`config.mk`:
```
export PLATFORM = sky130hd
export DESIGN_NAME = instruction_fetch
export DESIGN_NICKNAME = d
export VERILOG_FILES = /design/src/rtl/riscv_pkg.sv /design/src/rtl/fetch_queue.sv /design/src/rtl/instruction_fetch.sv
export SDC_FILE = /design/constraint.sdc
export NUM_CORES = 1
export LEC_CHECK = 0
export ABC_AREA = 1
export CELL_PAD_IN_SITES_DETAIL_PLACEMENT = 1
export CELL_PAD_IN_SITES_GLOBAL_PLACEMENT = 1
export CORE_MARGIN = 2
export CORE_UTILIZATION = 47
export CTS_CLUSTER_SIZE = 20
export DETAILED_ROUTE_END_ITERATION = 10
export HOLD_SLACK_MARGIN = 0.03
export PLACE_DENSITY_LB_ADDON = 0.1
export SKIP_CTS_REPAIR_TIMING = 1
export SYNTH_ARGS = -nofsm -noshare
export SYNTH_HDL_FRONTEND = slang
export SYNTH_HIERARCHICAL = 1
export SYNTH_SLANG_ARGS = --single-unit
```
`constraint.sdc`:
```
create_clock -name clk -period 7.5 [get_ports clk]
set_clock_uncertainty 0.15 [all_clocks]
set_input_delay 1.5 -clock clk [delete_from_list [all_inputs] [get_ports clk]]
set_output_delay 1.5 -clock clk [all_outputs]
set_load 0.1 [all_outputs]
```
`src/rtl/riscv_pkg.sv`:
```
// Shared definitions for the fetch front end.
//   XLEN         : architectural register / address width
//   NOP_INSTR    : canonical bubble (addi x0, x0, 0)
//   fetch_slot_t : one fetch-queue entry {pc, instr, full}
//                  full=0 -> ALLOC (request accepted, data pending)
//                  full=1 -> FULL  (instruction word present)
package riscv_pkg;

    localparam int unsigned XLEN = 32;

    localparam logic [XLEN-1:0] NOP_INSTR = 32'h0000_0013;

    typedef struct packed {
        logic [XLEN-1:0] pc;
        logic [XLEN-1:0] instr;
        logic            full;
    } fetch_slot_t;

    // Sequential PC step; wraps modulo 2^XLEN.
    function automatic logic [XLEN-1:0] pc_plus4(input logic [XLEN-1:0] pc);
        return pc + XLEN'(4);
    endfunction

endpackage

```
`src/rtl/fetch_queue.sv`:
```
// Circular fetch buffer between the imem interface and the IF/ID register.
// Slots are allocated in request order, filled in response order and
// popped in program order, so three independent pointers walk the ring.
//
// Ports
//   clk, reset   : clock, synchronous active-high reset
//   clear        : drop every slot (FULL and ALLOC) this cycle
//   alloc        : allocate a slot tagged with alloc_pc
//   fill         : write fill_instr into the oldest ALLOC slot
//   pop          : retire the head slot (caller guarantees head_full)
//   head         : head slot contents
//   head_full    : queue non-empty and head slot holds data
//   alloc_cnt    : number of ALLOC slots (awaiting a response)
//   used         : number of occupied slots (ALLOC + FULL)
module fetch_queue
    import riscv_pkg::*;
#(
    parameter  int unsigned DEPTH = 4,
    localparam int unsigned PW    = $clog2(DEPTH),
    localparam int unsigned CW    = PW + 1
) (
    input  logic            clk,
    input  logic            reset,
    input  logic            clear,
    input  logic            alloc,
    input  logic [XLEN-1:0] alloc_pc,
    input  logic            fill,
    input  logic [XLEN-1:0] fill_instr,
    input  logic            pop,
    output fetch_slot_t     head,
    output logic            head_full,
    output logic [CW-1:0]   alloc_cnt,
    output logic [CW-1:0]   used
);

    fetch_slot_t   slots_q [DEPTH];
    fetch_slot_t   slots_d [DEPTH];
    logic [PW-1:0] head_ptr_q,  head_ptr_d;
    logic [PW-1:0] alloc_ptr_q, alloc_ptr_d;
    logic [PW-1:0] fill_ptr_q,  fill_ptr_d;
    logic [CW-1:0] used_q,      used_d;
    logic [CW-1:0] alloc_cnt_q, alloc_cnt_d;

    always_comb begin
        slots_d     = slots_q;
        head_ptr_d  = head_ptr_q;
        alloc_ptr_d = alloc_ptr_q;
        fill_ptr_d  = fill_ptr_q;
        used_d      = used_q;
        alloc_cnt_d = alloc_cnt_q;

        if (clear) begin
            // Stale slot contents are left in place; used==0 masks them and
            // every later allocation rewrites the full bit.
            head_ptr_d  = '0;
            alloc_ptr_d = '0;
            fill_ptr_d  = '0;
            used_d      = '0;
            alloc_cnt_d = '0;
        end else begin
            // Power-of-two DEPTH: pointer increments wrap at DEPTH naturally.
            if (alloc) begin
                slots_d[alloc_ptr_q].pc    = alloc_pc;
                slots_d[alloc_ptr_q].instr = NOP_INSTR;
                slots_d[alloc_ptr_q].full  = 1'b0;
                alloc_ptr_d                = alloc_ptr_q + PW'(1);
            end
            // A fill always targets an older slot than this cycle's alloc,
            // because responses arrive at least one cycle after acceptance.
            if (fill) begin
                slots_d[fill_ptr_q].instr = fill_instr;
                slots_d[fill_ptr_q].full  = 1'b1;
                fill_ptr_d                = fill_ptr_q + PW'(1);
            end
            if (pop) begin
                head_ptr_d = head_ptr_q + PW'(1);
            end
            used_d      = used_q + CW'(alloc) - CW'(pop);
            alloc_cnt_d = alloc_cnt_q + CW'(alloc) - CW'(fill);
        end
    end

    always_ff @(posedge clk) begin
        if (reset) begin
            head_ptr_q  <= '0;
            alloc_ptr_q <= '0;
            fill_ptr_q  <= '0;
            used_q      <= '0;
            alloc_cnt_q <= '0;
        end else begin
            head_ptr_q  <= head_ptr_d;
            alloc_ptr_q <= alloc_ptr_d;
            fill_ptr_q  <= fill_ptr_d;
            used_q      <= used_d;
            alloc_cnt_q <= alloc_cnt_d;
        end
    end

    always_ff @(posedge clk) begin
        for (int unsigned i = 0; i < DEPTH; i++) begin
            slots_q[i] <= slots_d[i];
        end
    end

    always_ff @(posedge clk) begin
        if (!reset && !clear) begin
            assert (!(alloc && (used_q == CW'(DEPTH))))
                else $error("fetch_queue: alloc into full queue");
            assert (!(pop && !head_full))
                else $error("fetch_queue: pop without a FULL head");
            assert (!(fill && (alloc_cnt_q == '0)))
                else $error("fetch_queue: fill with no ALLOC slot");
        end
    end

    assign head      = slots_q[head_ptr_q];
    assign head_full = (used_q != '0) && slots_q[head_ptr_q].full;
    assign alloc_cnt = alloc_cnt_q;
    assign used      = used_q;

endmodule

```
`src/rtl/instruction_fetch.sv`:
```
// IF stage: owns PCF, issues in-order imem requests, buffers returned words
// in fetch_queue and loads the IF/ID register for decode.
//
// Ports
//   clk, reset      : clock, synchronous active-high reset
//   StallF          : suppress new imem requests
//   StallD          : hold IF/ID, do not pop the queue
//   FlushD          : load a NOP bubble into IF/ID
//   PCSrcE/PCTargetE: EX-stage redirect and its target
//   ImemReq*        : request channel (valid/ready), ImemAddr = PCF
//   ImemRsp*        : in-order response channel
//   InstrD/PCD/PCPlus4D/InstrValidD : IF/ID register
module instruction_fetch
    import riscv_pkg::*;
#(
    parameter logic [31:0] RESET_PC = 32'h0000_0000,
    parameter int unsigned DEPTH    = 4
) (
    input  logic        clk,
    input  logic        reset,
    input  logic        StallF,
    input  logic        StallD,
    input  logic        FlushD,
    input  logic        PCSrcE,
    input  logic [31:0] PCTargetE,
    output logic        ImemReqValid,
    input  logic        ImemReqReady,
    output logic [31:0] ImemAddr,
    input  logic        ImemRspValid,
    input  logic [31:0] ImemRspData,
    output logic [31:0] InstrD,
    output logic [31:0] PCD,
    output logic [31:0] PCPlus4D,
    output logic        InstrValidD
);

    localparam int unsigned CW = $clog2(DEPTH) + 1;
    localparam logic [CW:0] DEPTH_W = (CW + 1)'(DEPTH);

    logic [XLEN-1:0] pcf_q,         pcf_d;
    logic [CW-1:0]   drop_cnt_q,    drop_cnt_d;
    logic [XLEN-1:0] instr_q,       instr_d;
    logic [XLEN-1:0] pc_q,          pc_d;
    logic [XLEN-1:0] pc_plus4_q,    pc_plus4_d;
    logic            instr_valid_q, instr_valid_d;

    logic            accept;
    logic            fill;
    logic            pop;
    fetch_slot_t     head;
    logic            head_full;
    logic [CW-1:0]   alloc_cnt;
    logic [CW-1:0]   used;

    // Responses still owed for slots discarded by a redirect count against
    // the queue budget, so the imem never holds more than DEPTH in flight.
    assign ImemReqValid = !reset && !StallF && !PCSrcE &&
                          (({1'b0, used} + {1'b0, drop_cnt_q}) < DEPTH_W);
    assign accept       = ImemReqValid && ImemReqReady;
    assign ImemAddr     = pcf_q;

    assign fill = !reset && !PCSrcE && ImemRspValid && (drop_cnt_q == '0);

    always_comb begin
        pcf_d = pcf_q;
        if (PCSrcE) begin
            pcf_d = PCTargetE;
        end else if (accept) begin
            pcf_d = pc_plus4(pcf_q);
        end
    end

    always_comb begin
        drop_cnt_d = drop_cnt_q;
        if (PCSrcE) begin
            // Every ALLOC slot becomes an orphan response; one arriving this
            // same cycle is already accounted for.
            drop_cnt_d = drop_cnt_q + alloc_cnt - CW'(ImemRspValid);
        end else if (ImemRspValid && (drop_cnt_q != '0)) begin
            drop_cnt_d = drop_cnt_q - CW'(1);
        end
    end

    always_comb begin
        instr_d       = instr_q;
        pc_d          = pc_q;
        pc_plus4_d    = pc_plus4_q;
        instr_valid_d = instr_valid_q;
        pop           = 1'b0;

        if (FlushD || PCSrcE) begin
            instr_d       = NOP_INSTR;
            pc_d          = '0;
            pc_plus4_d    = '0;
            instr_valid_d = 1'b0;
        end else if (!StallD) begin
            if (head_full) begin
                pop           = !reset;
                instr_d       = head.instr;
                pc_d          = head.pc;
                pc_plus4_d    = pc_plus4(head.pc);
                instr_valid_d = 1'b1;
            end else begin
                instr_d       = NOP_INSTR;
                pc_d          = '0;
                pc_plus4_d    = '0;
                instr_valid_d = 1'b0;
            end
        end
    end

    always_ff @(posedge clk) begin
        if (reset) begin
            pcf_q         <= RESET_PC;
            drop_cnt_q    <= '0;
            instr_q       <= NOP_INSTR;
            pc_q          <= '0;
            pc_plus4_q    <= '0;
            instr_valid_q <= 1'b0;
        end else begin
            pcf_q         <= pcf_d;
            drop_cnt_q    <= drop_cnt_d;
            instr_q       <= instr_d;
            pc_q          <= pc_d;
            pc_plus4_q    <= pc_plus4_d;
            instr_valid_q <= instr_valid_d;
        end
    end

    fetch_queue #(
        .DEPTH (DEPTH)
    ) u_fetch_queue (
        .clk        (clk),
        .reset      (reset),
        .clear      (PCSrcE),
        .alloc      (accept),
        .alloc_pc   (pcf_q),
        .fill       (fill),
        .fill_instr (ImemRspData),
        .pop        (pop),
        .head       (head),
        .head_full  (head_full),
        .alloc_cnt  (alloc_cnt),
        .used       (used)
    );

    // A response that matches no ALLOC slot and no pending drop means the
    // imem broke the in-order, one-response-per-request contract.
    always_ff @(posedge clk) begin
        if (!reset && ImemRspValid && (drop_cnt_q == '0)) begin
            assert (alloc_cnt != '0)
                else $error("instruction_fetch: unexpected imem response");
        end
    end

    assign InstrD      = instr_q;
    assign PCD         = pc_q;
    assign PCPlus4D    = pc_plus4_q;
    assign InstrValidD = instr_valid_q;

endmodule

```
==> results.ini <==
[run_status]
status = finished clean

[floorplanning]
die_h_um = 201.9
rows = 72
core_area_um2 = 38650
start_util_pct = 47.63
die_x_um = 201.9
ios = 202
die_area_um2 = 40760

[timing]
hold_ws_ps = 313.6
fin_crit_sh_pct = 78.21
slew_violations = 0
worst-slew-pin-transition_ps = 1370
clock.fmax_mhz = 170.5
setup_viol = 0
timing.final.crit_period_ps = 5866
rsz0062_at_grt = false
hold_viol = 0
setup_tns_ps = 0
slew_headroom_pct = 8.655
fin_ws_ps = 1634

[finish]
drive_gt1_share_pct = 5.510
final_core_util_pct = 57.23
area_delta_synth_final_pct = 20.15
nNetsFinal = 2257
antenna_cells = 0

[critical_path]
slowest_stage = clkdlybuf4s50_1
startpoint_type = input port
cpLargestDelayFamily = buffers and inverters
critPathArrivalTime_ps = 4220
critPathKind = in2out
crit_buf_inv = 2
r2r-start = u_fetch_queue/head_ptr_q[0]$_SDFFE_PP0P_
critPathMaxStageDelay_ps = 1160
end_kind = primary output
startpoint = reset
crit_required_ps = 5850
crit_path_max_fanout = 25
crit_chain = clkdlybuf4s50_1 -> nor2_4 -> nand2_2 -> nor2_4 -> clkdlybuf4s50_1

[global_route]
antenna_found_initial = 0
grt_pass1_wl_um = 87680
gr-total-overflow = 0
grt_pass1_vias = 15870
grt_max_degree = 121
grt_use_total_pct = 26.82

[power]
cellLeakagePower_nw = 8.387
ir_worst_vdd_v = 0.0001301
p_per_area_nw_per_um2 = 228.5

[place]
hpwl_um = 35050
portBuffers = 201
dp_slack_ps = 1631
place_congestion = 0.8531

[route]
antenna_violating_nets_post_route = 0
wire_per_inst_um = 20.28
drt_first_pass_iters = 5
drt_iter0_drc = 1155
routed_wirelength_um = 55030
avgViaCountPerCell = 5.655
vias = 15350
drcViolationCount = 0

[synthesis]
yosys_warnings = 6
synth_nets = 2108
syn_area_um2 = 18410
avgSynthCellArea_um2 = 9.149
syn_inst = 2012

[clock_network]
worstSkewPairLatency_ps = 550
numCtsBuffers = 43
cts_buffer_depth = 3
clk_pin_slew_ps = 60
tritoncts = built
cts-root-buf = clkbuf_16
clock_sinks = 402
htreeDepth = 2

[hold_path]
hp-start = PCPlus4D[7]$_SDFFE_PP0N_
worstHoldPathType = reg2reg

[flow_run]
maxCapViolCount = 0

-- per-stage QoR --
step	instances	area, um2	power [mW]
finish	2714	22120	5.055
global route	2714	22120	5.216
CTS	2714	22120	5.087
detailed placement	2634	20670	2.924
global placement	2634	20670	2.906
floorplan	2012	18410	2.782
-- per-layer routing --
layer / vias to the layer above / GRT usage (%) / routed length (um)
met5: - / 0 / 0
met4: 0 / 6.933 / 1068
met3: 84 / 3.854 / 3121
met2: 446 / 43.96 / 26000
met1: 7602 / 37.51 / 24840
li1: 7217 / - / -
-- where the power goes --
| part | leakage (nW) | switching, mW | internal, mW | total (mW) |
|---|---|---|---|---|
| Clock | 0.725 | 0.897 | 1.27 | 2.17 |
| Combinational | 4.01 | 0.260 | 0.126 | 0.386 |
| Sequential | 3.65 | 0.0634 | 2.44 | 2.50 |
| Total | 8.39 | 1.22 | 3.83 | 5.05 |
-- cell usage in the layout (no fill, tap or decap), drive strengths merged --
master         count
a211oi             1
nor3               4
clkinv            12
nor2             238
a31oi              2
and3               1
dfxtp            142
inv              200
buf               19
o21ai            258
nand4              8
edfxtp           260
xnor2              8
a32o              36
xor2              11
o21bai             1
a21oi            118
nor4               2
o32a               3
a21o               1
o21a               2
o22ai             70
nand3            120
clkdlybuf4s50    199
ha                21
nand3b             8
nand2            364
clkbuf            61
fa                 3
o211ai            20
bufinv             3
-- worst reg2reg max path: stages, from the launching register on --
cell	delay, ps
dfxtp_4	670
inv_4	530
buf_4	920
o21ai_0	380
o21ai_0	730
nand2_1	150
nor2_1	270
nand3_1	150
nor2_2	320
nand2_1	140
o21ai_1	170
a21oi_1	80
-- final cells by class --
cell class,instances,area (um2)
Clock buffer,61,1250
Clock inverter,19,192.7
Fill cell,4387,16530
Inverter,196,743.2
Multi-Input combinational cell,1300,6499
Sequential cell,402,10650
Tap cell,518,648.1
Timing Repair Buffer,218,2130
-- final timing paths --
kind,cells past startpoint,to,slack (ps)
hold / removal,2,PCPlus4D[7]$_SDFFE_PP0N_,310
hold reg to reg,2,PCPlus4D[7]$_SDFFE_PP0N_,310
setup / recovery,5,ImemReqValid,1630
setup reg to reg,11,PCPlus4D[19]$_SDFFE_PP0N_,2700
Note: power is estimated with default switching activity, not from simulation.
